### src/rtl/bcd_pkg.sv
// Shared types and constants for the sequential binary-to-BCD converter.
package bcd_pkg;

  typedef enum logic [1:0] {
    IDLE  = 2'd0,
    SHIFT = 2'd1,
    DONE  = 2'd2
  } state_e;

  localparam int         BIN_W_DEF  = 11;
  localparam int         DIGITS_DEF = 4;
  localparam logic [3:0] BLANK_CODE = 4'hF;

endpackage

### src/rtl/bcd_add3.sv
// Double-dabble correction cell: a nibble of 5 or more gets +3 before the shift.
module bcd_add3 (
  input  logic [3:0] digit_i,
  output logic [3:0] digit_o
);

  assign digit_o = (digit_i > 4'd4) ? digit_i + 4'd3 : digit_i;

endmodule

### src/rtl/bcd_convert_seq.sv
// Sequential double-dabble converter: one add-3/shift iteration per clock, start/busy/done handshake.
// Define BCD_BLANK_EN to replace leading zero digits with the display blank code on output load.
module bcd_convert_seq
  import bcd_pkg::*;
#(
  parameter int BIN_W  = BIN_W_DEF,
  parameter int DIGITS = DIGITS_DEF
) (
  input  logic             clk,
  input  logic             rst,
  input  logic             start,
  input  logic [BIN_W-1:0] binary,
  output logic             busy,
  output logic             done,
  output logic [3:0]       thousands,
  output logic [3:0]       hundreds,
  output logic [3:0]       tens,
  output logic [3:0]       ones
);

  localparam int BCD_W = DIGITS * 4;
  localparam int SR_W  = BCD_W + BIN_W;
  localparam int CNT_W = (BIN_W < 2) ? 1 : $clog2(BIN_W);
  localparam logic [CNT_W-1:0] LAST_ITER = CNT_W'(BIN_W - 1);

  state_e             state_q, state_d;
  logic [CNT_W-1:0]   cnt_q, cnt_d;
  logic [SR_W-1:0]    sr_q, sr_d;
  logic [BCD_W-1:0]   dig_q, dig_d;
  logic               busy_q, busy_d;
  logic               done_q, done_d;

  logic [BCD_W-1:0]   bcd_adj;
  logic [SR_W-1:0]    sr_corr;
  logic [SR_W-1:0]    sr_shift;

  // Leading zeros become BLANK_CODE from the most significant digit down; ones always shows.
  function automatic logic [BCD_W-1:0] out_load(input logic [BCD_W-1:0] raw);
    logic [BCD_W-1:0] res;
    res = raw;
`ifdef BCD_BLANK_EN
    begin
      logic lead;
      lead = 1'b1;
      for (int i = DIGITS - 1; i > 0; i--) begin
        if (lead && (raw[i*4 +: 4] == 4'd0)) begin
          res[i*4 +: 4] = BLANK_CODE;
        end else begin
          lead = 1'b0;
        end
      end
    end
`endif
    return res;
  endfunction

  for (genvar g = 0; g < DIGITS; g++) begin : g_add3
    bcd_add3 u_add3 (
      .digit_i (sr_q[BIN_W + g*4 +: 4]),
      .digit_o (bcd_adj[g*4 +: 4])
    );
  end

  // Correction first, then the shift, all within one iteration.
  assign sr_corr  = {bcd_adj, sr_q[BIN_W-1:0]};
  assign sr_shift = {sr_corr[SR_W-2:0], 1'b0};

  always_comb begin
    state_d = state_q;
    cnt_d   = cnt_q;
    sr_d    = sr_q;
    dig_d   = dig_q;
    busy_d  = busy_q;
    done_d  = 1'b0;
    case (state_q)
      IDLE: begin
        if (start) begin
          sr_d    = {{BCD_W{1'b0}}, binary};
          cnt_d   = '0;
          busy_d  = 1'b1;
          state_d = SHIFT;
        end
      end
      SHIFT: begin
        sr_d  = sr_shift;
        cnt_d = cnt_q + CNT_W'(1);
        if (cnt_q == LAST_ITER) begin
          state_d = DONE;
        end
      end
      DONE: begin
        dig_d   = out_load(sr_q[SR_W-1:BIN_W]);
        done_d  = 1'b1;
        busy_d  = 1'b0;
        state_d = IDLE;
      end
      default: begin
        state_d = IDLE;
        busy_d  = 1'b0;
      end
    endcase
  end

  always_ff @(posedge clk) begin
    if (rst) begin
      state_q <= IDLE;
      cnt_q   <= '0;
      sr_q    <= '0;
      dig_q   <= '0;
      busy_q  <= 1'b0;
      done_q  <= 1'b0;
    end else begin
      state_q <= state_d;
      cnt_q   <= cnt_d;
      sr_q    <= sr_d;
      dig_q   <= dig_d;
      busy_q  <= busy_d;
      done_q  <= done_d;
    end
  end

  assign busy      = busy_q;
  assign done      = done_q;
  assign thousands = dig_q[12 +: 4];
  assign hundreds  = dig_q[8 +: 4];
  assign tens      = dig_q[4 +: 4];
  assign ones      = dig_q[0 +: 4];

endmodule

### config.mk
export PLATFORM = sky130hd
export DESIGN_NAME = bcd_convert_seq
export DESIGN_NICKNAME = d
export VERILOG_FILES = /design/src/rtl/bcd_pkg.sv /design/src/rtl/bcd_add3.sv /design/src/rtl/bcd_convert_seq.sv
export SDC_FILE = /design/constraint.sdc
export NUM_CORES = 1
export LEC_CHECK = 0
export ABC_CLOCK_PERIOD_IN_PS = 1170
export CAP_MARGIN = 20
export CORE_UTILIZATION = 48
export CTS_CLUSTER_SIZE = 20
export DETAILED_ROUTE_END_ITERATION = 8
export MAX_ROUTING_LAYER = met4
export PLACE_DENSITY = 0.82
export SYNTH_ARGS = -nofsm -noshare
export SYNTH_HDL_FRONTEND = slang
export SYNTH_SLANG_ARGS = --single-unit
### constraint.sdc
create_clock -name clk -period 1.17 [get_ports clk]
set_input_delay 0.117 -clock clk [delete_from_list [all_inputs] [get_ports clk]]
set_output_delay 0.117 -clock clk [all_outputs]
set_load 0.01 [all_outputs]
==> summary.txt, run 1 <==
RSZ-0062 raised after global routing: true
Pwr dens: 952 nW/um^2
Synth Area in XOR/XNOR: 0%
Peak VDD IR: 806 uV
Initial Utilization: 51.1%
Worst skew pair latency: 0.31 ns
Synth unique cells: 29
CTS H-tree depth: 2
Status: finished with violations
Crit path required time: 1.36 ns
Max clock buf depth: 2
Relative slew slack: 80.7%
Share of the synthesized area in the top cell type: 44.6%
Slew at the pin with the worst max-slew slack: 0.282 ns
Antenna violations before repair: 0
Met3 Usage GRT: 6.13%
Storage element area: 1040 sq um
Failing checks: negative setup slack
Root Driver: clkbuf_8
Hold Startpoint: dig_q[4]
Mux share of post-synthesis cell area: 1.31%
Fin nets: 378
DRT Pass-1 Iters: 5
Max Cap Violations: 0
Syn Area/Cell: 8.29 sq um
CTS tree: built
Pin count of the biggest net entering global routing: 25
Crit end category: flop
Vias in the first global route: 2273
Met2 usage: 47.2%
GRT Total Usage: 27.4%
# clock sinks: 51
Synth Area in Simple Gates: 27.8%
Die area: 5050 sq um
#FFs+latches synth: 51
Critical path class: flop to flop
Port bufs: 31
Layout cells sized above 1: 47.6%
GR peak layer: met2
Remaining DRCs: 0
Tmin final: 1.39 ns
Grt ovf: 0
Chip height: 71.0 um
# setup viols final: 47
WL per Instance: 20.7 um
Die width: 71.0 um
CTS clk-pin slew, worst paths: 0.10 ns
Synth-to-layout area growth: 60.3%
Final hold vios: 0
Syn_nets: 296
Layout Cells excl Fill: 411
Via/cell ratio: 6.19
Num ports: 32
CP startpoint: state_q[0]
Area of the mapped netlist: 2290 sq um
Largest family of logic cells by synthesized area: simple AND/OR/NAND/NOR gates
Clock buffer count from CTS: 5
Synth Area in Adders: 3.28%
Core box area: 4470 sq um
Fin worst setup slack: -0.219 ns
Area of the multi-input gates: 1590 sq um
Global-route wire length before repair: 10.3 mm
Peak clock frequency supported by timing: 720 MHz
Tcrit/Tclk final: 119%
Post-Route WL: 8.49 mm
FILL cells: 223
Yosys synthesis warning count: 0
Hold Buf Count CTS: 0
Leak: 1.50 nW
Setup Skew: 0.00986 ns
R2r startpoint: state_q[0]
Hold crit path type: flop to flop
Inserted Diodes: 0
Final Max Slew Viols: 0
Post-synthesis compound-gate area fraction: 18.2%
Post-DP HPWL: 3.80 mm
Setup TNS: -3.16 ns
Routed vias: 2543
DRT iter0 DRCs: 324
Critical path arrival: 1.58 ns
Crit-path max FO: 8
RePlAce Congestion: 0.846
Register area share after synthesis: 44.6%
Synth area leaders: dfxtp_1 (45%), a21oi_1 (7.4%), nand2_1 (6.2%), or3b_1 (3.8%), nand2b_1 (3.6%)
Met1 usage: 29.8%
Antenna Nets Post-Route: 0
Crit path launch type: flop
Placed Instances: 389
Row cnt: 24
Area leader, netlist: dfxtp_1
Synth Instances: 276
[timing repair]
action / CTS / global route
endpoints found under the hold margin: 0 / 0
cloned: 2 / 3
pin swaps: 33 / 39
gates resized for setup: 60 / 76
setup endpoints to repair: 65 / 48
setup buffers: 4 / 7
[where the power goes]
group          total, W  internal [W]  leakage, nW  switching [W]
clock           0.00115      0.000542       0.0515       0.000604
combinational  0.000532      0.000279         1.03       0.000253
sequential      0.00181       0.00178        0.421      0.0000342
total           0.00349       0.00260         1.50       0.000892
[critical path, cell delays in order, from the launching register on]
cell       delay [ns]
dfxtp_4          0.39
clkbuf_16        0.17
or3b_1           0.38
a21oi_2          0.23
nor3_1           0.11
[cells in the final DEF (no fill, tap or decap), drive strengths merged, types with 3 or more instances in the layout]
| master | Yosys | routed |
|---|---|---|
| nor3 | 12 | 12 |
| nor2 | 20 | 20 |
| nand2 | 38 | 38 |
| o21ai | 17 | 17 |
| ha | 6 | 6 |
| dfxtp | 51 | 51 |
| a21oi | 34 | 34 |
| inv | 10 | 10 |
| nor4b | 4 | 4 |
| clkbuf | 5 | 10 |
| buf | 11 | 57 |
| o2bb2ai | 3 | 3 |
| a32o | 8 | 8 |
| or3 | 9 | 9 |
| nand2b | 13 | 14 |
| nor2b | 7 | 7 |
| or3b | 10 | 10 |
| mux2i | 3 | 3 |
| nand3 | 6 | 6 |
| dlygate4sd2 | 0 | 18 |
| clkdlybuf4s50 | 0 | 13 |
[per-stage QoR]
stage / area, sq um / hold slack, ns / power, W / util, % / setup WS, ns
final: 3670 / 0.459 / 0.00349 / 82.0 / -0.219
after global routing: 3670 / 0.490 / 0.00357 / 82.0 / -0.217
after CTS: 3270 / 0.456 / 0.00330 / 73.0 / -0.0679
after detailed placement: 3030 / 0.446 / 0.00218 / 67.7 / -0.319
after global placement: 3030 / 0.442 / 0.00217 / 67.7 / -0.257
after floorplan: 2360 / 0.199 / 0.00202 / - / -0.0330
[cell families after synthesis]
kind of cell,Yosys count
AO/OA/AOI/OAI,68
adder cells (fa/ha/maj),6
buffers and inverters,26
flip-flops,51
multiplexers,3
AND/OR/NAND/NOR,122
[worst paths after layout]
check / end / cells past startpoint / slack [ns]
worst max-delay path: sr_q[8] / 4 / -0.22
worst min-delay path: dig_q[4] / 2 / 0.46
worst max register to register: sr_q[8] / 4 / -0.22
worst min register to register: dig_q[4] / 2 / 0.46
[per-layer routing]
layer  share of wire (%)  routed length [um]  vias up
met3                 6.7                 570       42
li1                    -                   -     1122
met4                 4.5                 386        0
met1                  40                3390     1223
met2                  49                4150      156
met5                   0                   0        -
[registers in the layout, summed over array words and instances (netlist names)]
name,count
state_q,2
done,1
sr_q,27
cnt_q,4
busy,1
dig_q,16
[cell usage after synthesis (all sizes together)]
cell type,n
dfxtp,51
nand2,38
a21oi,34
nor2,20
o21ai,17
nand2b,13
nor3,12
buf,11
inv,10
or3b,10
or3,9
a32o,8
nor2b,7
ha,6
nand3,6
clkbuf,5
nor4b,4
mux2i,3
o2bb2ai,3
a2111oi,1
a22oi,1
a2bb2oi,1
a31oi,1
and2b,1
and3b,1
nor3b,1
o21ba,1
o21bai,1
[final cells by class]
| class | instances | share of cell area [%] |
|---|---|---|
| Clock buffer | 8 | 2.73 |
| Sequential cell | 51 | 28.4 |
| Multi-Input combinational cell | 200 | 43.4 |
| Timing Repair Buffer | 90 | 22.7 |
| Inverter | 10 | 1.02 |
| Tap cell | 52 | 1.77 |
Note: power is estimated with default switching activity, not from simulation.
==> run 2: changes to the inputs <==
--- a/config.mk
+++ b/config.mk
@@ -6,12 +6,12 @@
 export NUM_CORES = 1
 export LEC_CHECK = 0
 export ABC_CLOCK_PERIOD_IN_PS = 1170
-export CAP_MARGIN = 20
-export CORE_UTILIZATION = 48
+export CAP_MARGIN = 30
+export CORE_UTILIZATION = 45
 export CTS_CLUSTER_SIZE = 20
 export DETAILED_ROUTE_END_ITERATION = 8
 export MAX_ROUTING_LAYER = met4
-export PLACE_DENSITY = 0.82
+export PLACE_DENSITY = 0.78
 export SYNTH_ARGS = -nofsm -noshare
 export SYNTH_HDL_FRONTEND = slang
 export SYNTH_SLANG_ARGS = --single-unit
==> run 2 against run 1 <==
  * The run still ends with negative setup slack left
  * Fmax increased by 4.9%
  * Non-clock buffer count increased by 2
  * Clock power increased by 10%
  * Core utilization decreased by 7.8 points
  * Die area increased by 6.5%
  * Critical path depth unchanged
  * Clock skew decreased by 0.0016 ns
  * Hold slack got worse by 0.0074 ns
==> summary.txt, run 2 (same netlist as run 1, synthesis figures left out) <==
Status: finished with violations (unchanged)
Failing checks: negative setup slack (unchanged)
Pin count of the biggest net entering global routing: 18 (was 25)
CTS clk-pin slew, worst paths: 0.09 ns (was 0.10 ns)
Inserted Diodes: 0 (unchanged)
Root Driver: clkbuf_8 (unchanged)
Peak clock frequency supported by timing: 755 MHz (was 720 MHz)
CP max stage cell: dfxtp_4 (unchanged)
Pwr dens: 994 nW/um^2 (was 952 nW/um^2)
Post-DP HPWL: 3.60 mm (was 3.80 mm)
Vias in the first global route: 2078 (was 2273)
Crit path launch type: flop (unchanged)
Layout Cells excl Fill: 427 (was 411)
Most frequent cells in the layout: dfxtp_1 (41), buf_4 (41), nand2_1 (36) (was buf_4 (42), dfxtp_1 (38), a21oi_2 (23))
Clock buffer count from CTS: 5 (unchanged)
Chip height: 73.3 um (was 71.0 um)
# clock sinks: 51 (unchanged)
Critical path, cell by cell: buf_6, or3b_4, a21oi_2, nor3_2 (was clkbuf_16, or3b_1, a21oi_2, nor3_1)
Pre-CTS setup slack: -0.352 ns (was -0.319 ns)
Tmin final: 1.32 ns (was 1.39 ns)
Biggest register: sr_q (unchanged)
Layout cells sized above 1: 39.2% (was 47.6%)
Worst skew pair latency: 0.31 ns (about the same)
Core box area: 4820 sq um (was 4470 sq um)
CTS tree: built (unchanged)
Max clock buf depth: 2 (unchanged)
Crit end category: flop (unchanged)
Setup TNS: -1.47 ns (was -3.16 ns)
Leak: 1.47 nW (was 1.50 nW)
Post-Route WL: 6.67 mm (was 8.49 mm)
DRT iter0 DRCs: 164 (was 324)
Remaining DRCs: 0 (unchanged)
Row cnt: 25 (was 24)
Antenna Nets Post-Route: 0 (unchanged)
Via/cell ratio: 5.44 (was 6.19)
Max reg flops: 27 (unchanged)
Fin worst setup slack: -0.155 ns (was -0.219 ns)
Placed Instances: 407 (was 389)
Routed vias: 2323 (was 2543)
Critical path class: flop to flop (unchanged)
Design Power: 0.00355 W (was 0.00349 W)
Die width: 73.3 um (was 71.0 um)
Initial Utilization: 47.5% (was 51.1%)
Global-route wire length before repair: 9.43 mm (was 10.3 mm)
Setup Skew: 0.00829 ns (was 0.00986 ns)
Crit-path max FO: 7 (was 8)
CP top delay family: simple AND/OR/NAND/NOR gates (unchanged)
Die area: 5370 sq um (was 5050 sq um)
Area of the multi-input gates: 1430 sq um (was 1590 sq um)
Relative slew slack: 70.0% (was 80.7%)
Critical Path Max Stage Delay: 0.40 ns (was 0.39 ns)
Fin nets: 379 (was 378)
Max Cap Violations: 0 (unchanged)
# setup viols final: 31 (was 47)
Critical path arrival: 1.52 ns (was 1.58 ns)
WP buf/inv: 1 (unchanged)
WL per Instance: 15.6 um (was 20.7 um)
Largest regs: sr_q x27, dig_q x16, cnt_q x4 (unchanged)
FILL cells: 338 (was 223)
GRT Total Usage: 23.2% (was 27.4%)
DRT Pass-1 Iters: 4 (was 5)
Tcrit/Tclk final: 113% (was 119%)
Grt ovf: 0 (unchanged)
RePlAce Congestion: 0.814 (was 0.846)
Storage element area: 1040 sq um (about the same)
CTS H-tree depth: 2 (unchanged)
Num ports: 32 (unchanged)
Final hold vios: 0 (unchanged)
RSZ-0062 raised after global routing: true (unchanged)
Peak VDD IR: 914 uV (was 806 uV)
Crit path required time: 1.37 ns (was 1.36 ns)
Final Max Slew Viols: 0 (unchanged)
Synth-to-layout area growth: 56.0% (was 60.3%)
Antenna violations before repair: 0 (unchanged)
Slew at the pin with the worst max-slew slack: 0.449 ns (was 0.282 ns)
Hold crit path type: flop to flop (unchanged)
Port bufs: 31 (unchanged)
## run 2: tightest hold or removal path, stage by stage, from the launching register on
cell and delay, ns:
dfxtp_1 0.32, nand2_1 0.05, a21oi_1 0.05
## run 2: final timing paths
| check | from | to | slack, ns | depth (start not counted) |
|---|---|---|---|---|
| min reg2reg | dig_q[9] | dig_q[9] | 0.45 | 2 |
| max | state_q[0] | sr_q[9] | -0.15 | 4 |
| min | dig_q[9] | dig_q[9] | 0.45 | 2 |
| max reg2reg | state_q[0] | sr_q[9] | -0.15 | 4 |
## run 2: repair_timing
item / CTS / global route
gates cloned: 3 / 2
gates resized for setup: 46 / 50
setup buffers: 6 / 1
endpoints found under the hold margin: 0 / 0
endpoints found under the setup margin: 62 / 47
hold buffers: 0 / 0
pin swaps: 24 / 33
## run 2: report_power, final
part	internal (W)	switching (W)	total, W
combinational	0.000254	0.000218	0.000472
sequential	0.00178	0.0000326	0.00181
clock	0.000692	0.000577	0.00127
total	0.00272	0.000828	0.00355
## run 2: cell type report
cell class / instances / share of cell area, %
timing repair buffer: 92 / 24.1
inverter: 10 / 1.05
clock inverter: 2 / 0.981
clock buffer: 6 / 2.31
multi-input combinational: 199 / 40.2
sequential: 51 / 29.1
tap: 67 / 2.35
## run 2: stage by stage
step / hold WS (ns) / utilization [%] / instance area (sq um)
after CTS: 0.448 / 68.9 / 3320
final: 0.451 / 74.1 / 3570
after global placement: 0.441 / 63.5 / 3060
after detailed placement: 0.446 / 63.5 / 3060
after floorplan: 0.199 / - / 2360
after global routing: 0.466 / 74.1 / 3570
## run 2: routing by layer
metal  track usage (%)  part of all wire, %  up-vias  wire [um]
met5                 -                    0        -          0
met4              6.20                  2.8        0        187
met3              3.98                  5.8       14        387
met2              37.0                   49       79       3240
met1              30.4                   43     1096       2860
li1                  -                    -     1134          -
==> run 3: changes to the inputs <==
--- a/config.mk
+++ b/config.mk
@@ -7,11 +7,13 @@
 export LEC_CHECK = 0
 export ABC_CLOCK_PERIOD_IN_PS = 1170
 export CAP_MARGIN = 30
-export CORE_UTILIZATION = 45
+export CELL_PAD_IN_SITES_DETAIL_PLACEMENT = 2
+export CELL_PAD_IN_SITES_GLOBAL_PLACEMENT = 2
+export CORE_UTILIZATION = 29
 export CTS_CLUSTER_SIZE = 20
 export DETAILED_ROUTE_END_ITERATION = 8
 export MAX_ROUTING_LAYER = met4
-export PLACE_DENSITY = 0.78
+export PLACE_DENSITY = 0.83
 export SYNTH_ARGS = -nofsm -noshare
 export SYNTH_HDL_FRONTEND = slang
 export SYNTH_SLANG_ARGS = --single-unit
==> run 3 against run 2 <==
  * The run still ends with negative setup slack left
  * Wire length up 99%
  * Clock-buffer cell count is 1 lower
  * Via count increased by 12%
  * Clock skew grew 0.0037 ns
  * Sequential share of layout area down 3.9 points
  * Die area rose by 54%
  * Critical path type unchanged
  * Largest power group unchanged
==> summary.txt, run 3 (same netlist as run 1, synthesis figures left out) <==
Die width: 90.8 um (was 73.3 um)
Post-DP HPWL: 5.66 mm (was 3.60 mm)
Fin nets: 394 (was 379)
Layout Cells excl Fill: 476 (was 427)
Crit path launch type: flop (unchanged)
Most frequent cells in the layout: buf_4 (47), dfxtp_1 (38), a21oi_2 (24) (was dfxtp_1 (41), buf_4 (41), nand2_1 (36))
Inserted Diodes: 0 (unchanged)
Commonest non-fill, non-tap cell in the layout: buf_4
Tmin final: 1.41 ns (was 1.32 ns)
Fin worst setup slack: -0.244 ns (was -0.155 ns)
Die area: 8250 sq um (was 5370 sq um)
Status: finished with violations (unchanged)
# clock sinks: 51 (unchanged)
Largest regs: sr_q x27, dig_q x16, cnt_q x4 (unchanged)
Chip height: 90.8 um (was 73.3 um)
Failing checks: negative setup slack (unchanged)
# setup viols final: 40 (was 31)
Crit end category: flop (unchanged)
CTS clk-pin slew, worst paths: 0.11 ns (was 0.09 ns)
Root Driver: clkbuf_8 (unchanged)
Placed Instances: 447 (was 407)
Max clock buf depth: 2 (unchanged)
CTS tree: built (unchanged)
Critical path arrival: 1.63 ns (was 1.52 ns)
Vias in the first global route: 2858 (was 2078)
Via/cell ratio: 5.48 (was 5.44)
Synth-to-layout area growth: 81.9% (was 56.0%)
Util after Layout: 54.2% (was 74.1%)
Antenna violations before repair: 0 (unchanged)
Routed vias: 2609 (was 2323)
Setup Skew: 0.0120 ns (was 0.00829 ns)
Peak clock frequency supported by timing: 707 MHz (was 755 MHz)
Peak VDD IR: 453 uV (was 914 uV)
Hold Buf Count CTS: 0 (unchanged)
Leak: 1.60 nW (was 1.47 nW)
Crit path required time: 1.39 ns (was 1.37 ns)
Initial Utilization: 29.8% (was 47.5%)
Pwr dens: 863 nW/um^2 (was 994 nW/um^2)
Layout cells sized above 1: 59.6% (was 39.2%)
Crit-path max FO: 4 (was 7)
Row cnt: 32 (was 25)
Port bufs: 31 (unchanged)
Final Max Slew Viols: 0 (unchanged)
Biggest register: sr_q (unchanged)
Max reg flops: 27 (unchanged)
Remaining DRCs: 0 (unchanged)
Tcrit/Tclk final: 121% (was 113%)
R2R Setup Slk: -0.24 ns (was -0.15 ns)
Hold WS: 0.474 ns (was 0.451 ns)
Pin count of the biggest net entering global routing: 16 (was 18)
Global-route wire length before repair: 17.2 mm (was 9.43 mm)
Core box area: 7690 sq um (was 4820 sq um)
FILL cells: 778 (was 338)
RePlAce Congestion: 0.778 (was 0.814)
Grt ovf: 0 (unchanged)
GRT Total Usage: 28.7% (was 23.2%)
DRT iter0 DRCs: 90 (was 164)
Antenna Nets Post-Route: 0 (unchanged)
WL per Instance: 27.9 um (was 15.6 um)
Post-Route WL: 13.3 mm (was 6.67 mm)
Hold crit path type: flop to flop (unchanged)
Clock buffer count from CTS: 5 (unchanged)
Worst skew pair latency: 0.33 ns (was 0.31 ns)
Num ports: 32 (unchanged)
Final hold vios: 0 (unchanged)
CTS H-tree depth: 2 (unchanged)
Max Cap Violations: 0 (unchanged)
DRT Pass-1 Iters: 4 (unchanged)
Slew at the pin with the worst max-slew slack: 0.506 ns (was 0.449 ns)
Critical path class: flop to flop (unchanged)
Relative slew slack: 66.3% (was 70.0%)
RSZ-0062 raised after global routing: true (unchanged)
-- run 3: changes by cell type in the layout (fill, tap and decap cells not counted), moves of 5 or more --
cell     previous run  this run
buf_4              41        47
a21oi_2            11        24
nor2_4              1         7
a21oi_1            23         6
nor3_1              8         2
nand2_2             2        12
nand2_1            36        22
nor3_2              4         9
buf_6              16        22
nor2_1             17         7
-- run 3: layout make-up --
class                      count  area, sq um  share of cell area (%)
clock buffer                   5         68.8                    1.65
clock inverter                 2         13.8                   0.331
inverter                      10         40.0                   0.962
multi-input combinational    199         1840                    44.1
sequential                    51         1050                    25.2
tap                          102          128                    3.07
timing repair buffer         107         1030                    24.7
-- run 3: metrics by stage --
stage / setup WS, ns / instance area [sq um] / TNS [ns] / power [W]
2_1_floorplan: -0.0330 / 2360 / -0.237 / 0.00202
3_3_place_gp: -0.280 / 3130 / -6.83 / 0.00218
3_5_place_dp: -0.360 / 3130 / -9.82 / 0.00221
4_1_cts: -0.153 / 3660 / -2.02 / 0.00341
5_1_grt: -0.274 / 4160 / -5.50 / 0.00369
6_report: -0.244 / 4160 / -3.99 / 0.00359
-- run 3: power by group --
part | internal (W) | switching [W] | total, W
combinational | 0.000336 | 0.000328 | 0.000664
clock | 0.000413 | 0.000691 | 0.00110
sequential | 0.00177 | 0.0000539 | 0.00183
-- run 3: final timing paths --
path,end,depth (start not counted),from
worst max-delay path,sr_q[25],5,sr_q[24]
worst min-delay path,dig_q[3],2,dig_q[3]
worst max register to register,sr_q[25],5,sr_q[24]
worst min register to register,dig_q[3],2,dig_q[3]
-- run 3: what timing repair did --
item,4_1_cts,5_1_grt
pin swaps,36,42
buffers inserted,8,13
gates resized for setup,111,105
cloned,2,2
setup endpoints to repair,67,46
-- run 3: worst max-delay path: stages, from the launching register on --
cell and delay, ns:
dfxtp_4 0.37, inv_4 0.07, ha_4 0.15, nor2b_4 0.05
or3_1 0.38, a32o_1 0.28
-- run 3: per-layer routing --
layer / track usage (%) / up-vias / routed length (um)
met5: - / - / 0
met4: 10.7 / 0 / 466
met3: 3.96 / 31 / 368
met2: 49.4 / 64 / 6590
met1: 34.0 / 1360 / 5860
li1: - / 1154 / -
